### src/rtl/clk_div_phase_monitor.sv
// Samples a divided clock in the fast domain, measures its period and high time,
// emits a phase strobe per rising edge and tracks lock with a sticky error flag.
module clk_div_phase_monitor #(
  parameter int DIVIDER    = 4,
  parameter int LOCK_COUNT = 16,
  parameter int CNT_W      = 8
) (
  input  logic             Clock,
  input  logic             Reset,
  input  logic             Div_Clk_In,
  input  logic             Enable,
  input  logic             Err_Clear,
  output logic             Strobe,
  output logic             Locked,
  output logic             Error,
  output logic [CNT_W-1:0] Period_Count,
  output logic [CNT_W-1:0] High_Count
);

  typedef enum logic [1:0] {
    IDLE    = 2'd0,
    ACQUIRE = 2'd1,
    COUNT   = 2'd2,
    LOCKED  = 2'd3
  } state_e;

  localparam logic [CNT_W-1:0] CNT_MAX = '1;
  localparam logic [CNT_W-1:0] DIV_C   = CNT_W'(DIVIDER);
  localparam logic [CNT_W-1:0] TMO_C   = CNT_W'(2 * DIVIDER);
  localparam logic [CNT_W-1:0] HI_LO_C = CNT_W'(DIVIDER / 2);
  localparam logic [CNT_W-1:0] HI_HI_C = CNT_W'((DIVIDER + 1) / 2);
  localparam logic [7:0]       LOCK_C  = 8'(LOCK_COUNT);

  state_e           state_q;
  logic             s1_q, s2_q, s3_q;
  logic [CNT_W-1:0] pcnt_q, pcnt_d;
  logic [CNT_W-1:0] hcnt_q, hcnt_d;
  logic [CNT_W-1:0] period_q, period_d;
  logic [CNT_W-1:0] high_q, high_d;
  logic             meas_valid_q, meas_valid_d;
  logic [7:0]       good_q;
  logic             strobe_q, locked_q, error_q;

  logic rise, fall, active, evaluate, period_ok, good_evt, bad_evt;

  assign rise      = s2_q & ~s3_q;
  assign fall      = ~s2_q & s3_q;
  assign active    = Enable && (state_q != IDLE);
  assign evaluate  = active && meas_valid_q;
  assign period_ok = (pcnt_q == DIV_C) && ((high_q == HI_LO_C) || (high_q == HI_HI_C));
  assign good_evt  = evaluate && rise && period_ok;
  // A stall is seen exactly once: pcnt passes through 2*DIVIDER on its way to saturation.
  assign bad_evt   = evaluate && ((rise && !period_ok) || (!rise && (pcnt_q == TMO_C)));

  // NOTE: sequential state always uses non-blocking (<=) so every flop samples pre-edge values.
  always_ff @(posedge Clock or posedge Reset) begin
    if (Reset) begin
      s1_q <= 1'b0;
      s2_q <= 1'b0;
      s3_q <= 1'b0;
    end else begin
      s1_q <= Div_Clk_In;
      s2_q <= s1_q;
      s3_q <= s2_q;
    end
  end

  // NOTE: every next-state variable gets a default first, so no latch can be inferred.
  always_comb begin
    pcnt_d       = pcnt_q;
    hcnt_d       = hcnt_q;
    period_d     = period_q;
    high_d       = high_q;
    meas_valid_d = meas_valid_q;
    if (!active) begin
      pcnt_d       = '0;
      hcnt_d       = '0;
      meas_valid_d = 1'b0;
    end else if (rise) begin
      pcnt_d       = CNT_W'(1);
      hcnt_d       = CNT_W'(1);
      meas_valid_d = 1'b1;
      if (meas_valid_q) period_d = pcnt_q;
    end else begin
      if (pcnt_q != CNT_MAX) pcnt_d = pcnt_q + 1'b1;
      if (s2_q && (hcnt_q != CNT_MAX)) hcnt_d = hcnt_q + 1'b1;
      if (fall && meas_valid_q) high_d = hcnt_q;
    end
  end

  always_ff @(posedge Clock or posedge Reset) begin
    if (Reset) begin
      pcnt_q       <= '0;
      hcnt_q       <= '0;
      period_q     <= '0;
      high_q       <= '0;
      meas_valid_q <= 1'b0;
    end else begin
      pcnt_q       <= pcnt_d;
      hcnt_q       <= hcnt_d;
      period_q     <= period_d;
      high_q       <= high_d;
      meas_valid_q <= meas_valid_d;
    end
  end

  always_ff @(posedge Clock or posedge Reset) begin
    if (Reset) begin
      state_q  <= IDLE;
      good_q   <= '0;
      strobe_q <= 1'b0;
      locked_q <= 1'b0;
      error_q  <= 1'b0;
    end else begin
      if (!Enable) begin
        state_q  <= IDLE;
        good_q   <= '0;
        strobe_q <= 1'b0;
        locked_q <= 1'b0;
      end else begin
        strobe_q <= (state_q != IDLE) && rise;
        case (state_q)
          IDLE:    state_q <= ACQUIRE;
          ACQUIRE: if (rise) state_q <= COUNT;
          COUNT: begin
            if (good_evt) begin
              good_q <= good_q + 8'd1;
              if (good_q + 8'd1 == LOCK_C) begin
                state_q  <= LOCKED;
                locked_q <= 1'b1;
              end
            end else if (bad_evt) begin
              good_q <= '0;
            end
          end
          LOCKED: begin
            if (bad_evt) begin
              state_q  <= COUNT;
              locked_q <= 1'b0;
              good_q   <= '0;
            end
          end
        endcase
      end
      // A loss of lock in the same cycle as a clear request must not be lost.
      if (Enable && (state_q == LOCKED) && bad_evt) error_q <= 1'b1;
      else if (Err_Clear)                           error_q <= 1'b0;
    end
  end

  assign Strobe       = strobe_q;
  assign Locked       = locked_q;
  assign Error        = error_q;
  assign Period_Count = period_q;
  assign High_Count   = high_q;

endmodule

### config.mk
export PLATFORM = sky130hd
export DESIGN_NAME = clk_div_phase_monitor
export DESIGN_NICKNAME = d
export VERILOG_FILES = /design/src/rtl/clk_div_phase_monitor.sv
export SDC_FILE = /design/constraint.sdc
export NUM_CORES = 1
export LEC_CHECK = 0
export CORE_ASPECT_RATIO = 1.25
export CORE_MARGIN = 2
export CORE_UTILIZATION = 30
export CTS_CLUSTER_SIZE = 14
export DETAILED_ROUTE_END_ITERATION = 10
export PLACE_DENSITY = 0.51
export SLEW_MARGIN = 5
export SYNTH_ARGS = -nofsm -noshare
export SYNTH_HDL_FRONTEND = slang
export SYNTH_SLANG_ARGS = --single-unit
### constraint.sdc
create_clock -name Clock -period 2.9 [get_ports Clock]
set_input_delay 0.58 -clock Clock [delete_from_list [all_inputs] [get_ports Clock]]
set_output_delay 0.58 -clock Clock [all_outputs]
set_load 0.005 [all_outputs]
* After elaboration in Yosys (flattened, before gate mapping)
Index checks and enable logic that the tools add are counted.
Cells by class: $add $sub $neg 3, eq/ne operators 17, multiplexer cells 26, bitwise gates (word level) 5, reductions and logical operators 23
Operators with widths (number):
- $mux W8 | 9
- $add A8 B1 Y8 const B | 3
- $ne A8 B8 Y1 const B | 2
- $pmux W8 S2 | 1
- $logic_and A1 B1 Y1 | 13
- $ne A3 B3 Y1 const B | 4
- $mux W2 | 5
- $mux W1 | 9
- $eq A8 B2 Y1 const B | 1
- $eq A8 B3 Y1 const B | 1
- $eq A8 B4 Y1 const B | 1
- $eq A8 B5 Y1 const B | 1
- $pmux W2 S4 | 1
- $reduce_and A4 Y1 | 2
- $ne A3 B2 Y1 const B | 2
- $reduce_and A3 Y1 | 2
- $eq A2 B2 Y1 const B | 2
- $reduce_bool A2 Y1 | 2
- $ne A3 B1 Y1 const B | 1
- $not A1 Y1 | 3
- $and A1 B1 Y1 | 2
- $eq A2 B1 Y1 const B | 1
- $logic_not A1 Y1 | 2
- $logic_not A2 Y1 | 1
- other kinds (3) | 3
Storage, ports and cells: register bits 49, input bits 5

* Depth between registers and ports, before layout
word-level depth 10, mapped depth 7

* Worst setup path before layout
OpenSTA, ideal clock, no wires.
path kind register to register, start register pcnt_q[3], end register good_q[7], setup time 66 ps, arrival 1848 ps, required time 2834 ps, setup slack 986 ps, cell stages (with the launch flop) 6, path buffers 0, path through dfrtp_1 -> or4b_4 -> nor4_4 -> a311oi_1 -> nor2_4 -> a22o_1
On the way: cells in the longest elaborated chain, start to end 10, elaborated cells on any way between the ends 13, those cells by class eq/ne: 2; mux: 4; reduce/logical: 7
Ends and longest elaborated chain:
- start, declared | line 36 | logic [CNT_W-1:0] pcnt_q, pcnt_d;
- start signal, assigned | line 99 | pcnt_q <= pcnt_d;
- $eq A8 B3 Y1 | line 50 | assign period_ok = (pcnt_q == DIV_C) && ((high_q == HI_LO_C) || (high_q == HI_HI_C));
- $logic_and A1 B1 Y1 | line 50
- $logic_not A1 Y1 | line 53 | assign bad_evt = evaluate && ((rise && !period_ok) || (!rise && (pcnt_q == TMO_C)));
- $logic_and A1 B1 Y1 | line 53
- $logic_or A1 B1 Y1 | line 53
- $logic_and A1 B1 Y1 | line 53
- $mux W8
- $mux W8 | line 126 | if (good_evt) begin
- $pmux W8 S2 (*) | line 122 | case (state_q)
- $mux W8 (*) | line 115 | if (!Enable) begin
- end signal, assigned | line 127 | good_q <= good_q + 8'd1;
- end, declared | line 41 | logic [7:0] good_q;
Every way passes the cells marked *; elsewhere a longest branch is shown, timed or not. A chain may end at the register's enable or synchronous reset.

* Final worst setup path
start register pcnt_q[3], end register good_q[2]
Same word-level chain as after synthesis.

==> metrics.md <==
| Metric | Value |
|---|---|
| Fin. max-slew vios | 0 |
| Post-synthesis register bit count | 49 |
| Clock share of power | 34.4% |
| Fin crit period | 2.17 ns |
| FILL cells | 794 |
| Result of the run | completed |
| Hold Path Sink | s2_q |
| Full die area | 8730 um^2 |
| EDFF count, synth | 0 |
| Die height | 104 um |
| Fin nets | 259 |
| Via Count | 1,778 |
| Sequential fraction of the synthesis area | 51.1% |
| Hold Buf Count CTS | 0 |
| Clock Sinks | 49 |
| Critical path's top delay family | simple AND/OR/NAND/NOR gates |
| Worst hold path class | reg2reg |
| Share of layout cells above drive strength 1 | 14.4% |
| Clock Skews | 0.00807 ns |
| Largest net degree at the start of global routing | 37 |
| Clk_lat worst skew | 0.30 ns |
| Max clock buf depth | 2 |
| Predominant post-synthesis flop cell | dfrtp_1 |
| Crit. End Element | flip-flop |
| Fmax achieved | 461 MHz |
| Setup TNS | 0 ns |
| TritonCTS clock tree | built |
| Reg2Reg Depth | 5 |
| Reg-to-reg endpoint | good_q[2] |
| Critical path launch point type | flip-flop |
| Post-Synthesis Cells | 222 |
| First-pass iteration count of the detailed router | 4 |
| Period utilization | 74.8% |
| Synth cell types | 48 |
| Gr usage total | 11.8% |
| Seq pwr share | 58.5% |
| Postcts setup bufs | 0 |
| WP data arrival | 2.42 ns |
| Hold depth | 0 |
| ANT cells | 0 |
| Final instance area | 2850 um^2 |
| Core footprint | 7790 um^2 |
| Pwr Density | 431 nW/um^2 |
| Unrepaired setup endpoints after global routing | false |
| Hold Fails Final Rpt | 0 |
| Simple-gate area share of the yosys netlist | 21.0% |
| Final wirelength | 5070 um |
| Worst Max-Slew Pin Slew | 0.781 ns |
| CTS Buf Count | 5 |
| Number of port buffers | 23 |
| Worst-path cell chain | or4b_4 > nor4_4 > nand4_2 > nor3b_1 > a21o_1 |
| Setup CP Type | reg2reg |
| Post-Syn Area per Cell | 10.8 um^2 |
| Mux contribution to synthesized area | 7.93% |
| Area of the multi-input gates | 1120 um^2 |
| Total number of yosys warnings | 0 |
| Initial core utilization | 30.8% |
| Comb pwr share | 7.0% |
| Mapped cell area | 2400 um^2 |
| Htree depth | 2 |
| FF+latch area | 1230 um^2 |
| ANT nets after route | 0 |
| First-pass GRT wire length | 8480 um |
| Layout area overhead | 18.7% |
| Synth Area in XOR/XNOR | 4.38% |
| Hold_sp | s1_q |
| Post-cts sizing count | 0 |
| Initial antenna violation count | 0 |
| Leakage power | 0.00127 uW |
| Minimum setup slack among reg-to-reg paths | 0.73 ns |
| Hold Slack | 0.353 ns |
| Syn_nets | 232 |
| Placed Area | 2750 um^2 |
| Hpwl dp | 3630 um |
| CP max-delay cell | or4b_4 |
| Die Wd | 84.0 um |
| Vias in the first global route | 1,773 |
| Drt drc | 0 |
| Complex-gate fraction of the synthesized area | 10.9% |
| Share of flip-flops with an asynchronous set or reset | 100% |
| Max Cap Viol | 0 |
| Final setup vio count | 0 |
| Largest family of logic cells by synthesized area | simple AND/OR/NAND/NOR gates |
| Grt ovf | 0 |
| Max IR drop VDD | 0.257 mV |
| Sw frac | 24.6% |
| Psw | 302 uW |
| Max-Slew Margin vs Limit | 47.9% |
| CP Buf/Inv Count | 0 |
| Worst-path fanout max | 8 |
| Vias per cell | 5.15 |
| Max incr delay on CP | 0.58 ns |
| CTS root buffer | clkbuf_8 |
| IO Pins | 24 |
| DR WL/cell | 14.7 um |
| Fin util | 36.5% |
| R2R Path Start | pcnt_q[3] |
| Gpl congestion | 0.798 |
| Row cnt | 36 |
| Internal power | 925 uW |
| Worst path required time | 3.15 ns |
| Worst-path clk slew | 0.09 ns |
| Synth Area in Adders | 2.61% |
| Initial drt markers | 68 |
logic make-up after synthesis:
family,Yosys count
and+or+nand+nor,87
AOI/OAI and AO/OA,39
DFF,49
xor gates and xnor gates,12
adders and majority gates,5
muxes,17
buffers and inverters,13
worst register-to-register path: stages, from the launching register on:
cell,delay [ns]
dfrtp_1,0.48
or4b_4,0.58
nor4_4,0.40
nand4_2,0.30
nor3b_1,0.27
a21o_1,0.10
layout by cell type, fill, tap and decap left out, drive strengths merged, types with 3 or more instances in the layout:
| master | netlist | final |
|---|---|---|
| dfrtp | 49 | 49 |
| clkdlybuf4s50 | 0 | 23 |
| nor2 | 23 | 23 |
| nand2 | 16 | 16 |
| mux2 | 16 | 16 |
| a21oi | 11 | 11 |
| xor2 | 9 | 9 |
| nand3 | 8 | 8 |
| nand4 | 7 | 7 |
| clkbuf | 5 | 6 |
| inv | 6 | 6 |
| and3 | 5 | 5 |
| o21ai | 5 | 5 |
| a21o | 5 | 5 |
| ha | 5 | 5 |
| buf | 2 | 4 |
| nand2b | 3 | 3 |
| nor2b | 3 | 3 |
| a311oi | 3 | 3 |
| xnor2 | 3 | 3 |
| a31oi | 3 | 3 |
| nor3 | 3 | 3 |
| nor3b | 3 | 3 |
per-stage QoR:
| stage | power, uW | instances | worst slack [ns] |
|---|---|---|---|
| after floorplan | 787 | 222 | 0.986 |
| after global placement | 820 | 337 | 0.502 |
| after detailed placement | 821 | 337 | 0.446 |
| after CTS | 1250 | 345 | 0.711 |
| after global routing | 1290 | 345 | 0.603 |
| final | 1230 | 345 | 0.730 |
final cells by class:
cell class / count / area share [%]
clock buffer: 6 / 2.90
clock inverter: 2 / 0.484
inverter: 6 / 0.791
multi-input combinational: 160 / 39.4
sequential: 49 / 43.1
tap: 95 / 4.18
timing repair buffer: 27 / 9.14
synthesized netlist by cell type, types with 6 or more instances:
cell type | instances | area, um^2
dfrtp_1 | 49 | 1230
nor2_1 | 22 | 82.6
mux2_2 | 16 | 180
nand2_1 | 16 | 60.1
a21oi_1 | 11 | 55.1
xor2_1 | 9 | 78.8
nand3_1 | 8 | 40.0
inv_1 | 6 | 22.5
nand4_1 | 6 | 37.5
registers in the layout, indices dropped and copies added, names as in the netlist:
| signal | cells |
|---|---|
| state_q | 2 |
| Locked | 1 |
| Error | 1 |
| s2_q | 1 |
| good_q | 8 |
| Strobe | 1 |
| pcnt_q | 8 |
| hcnt_q | 8 |
| Period_Count | 8 |
| meas_valid_q | 1 |
| s3_q | 1 |
| High_Count | 8 |
| s1_q | 1 |
how the worst max path moves through the flow:
stage                    from       endpoint  slack, ns  cells after the start
detailed placement     Enable  High_Count[5]       0.45                      7
floorplan           pcnt_q[3]      good_q[7]       0.99                      5
global route        pcnt_q[3]      good_q[2]       0.60                      5
global placement       Enable  High_Count[5]       0.50                      7
CTS                 pcnt_q[3]      good_q[2]       0.71                      5
finish              pcnt_q[3]      good_q[2]       0.73                      5
power by group through the flow:
stage | Sequential (uW) | Clock (uW) | Combinational, uW
after global placement | 732 | 0 | 88.0
after CTS | 718 | 442 | 89.0
after detailed placement | 732 | 0 | 89.0
after global routing | 721 | 475 | 98.3
final | 718 | 422 | 86.5
after floorplan | 718 | 0 | 68.7
routing by layer:
layer  share of wire, %  vias to the layer above  wire length [um]  GRT usage (%)
met5                  0                        -                 0              0
met4                1.4                        0                73           3.80
met3                2.1                        5               108           2.30
met2                 51                       25              2580           20.2
met1                 46                      897              2310           15.0
li1                   -                      851                 -              -
Note: power is estimated with default switching activity, not from simulation.
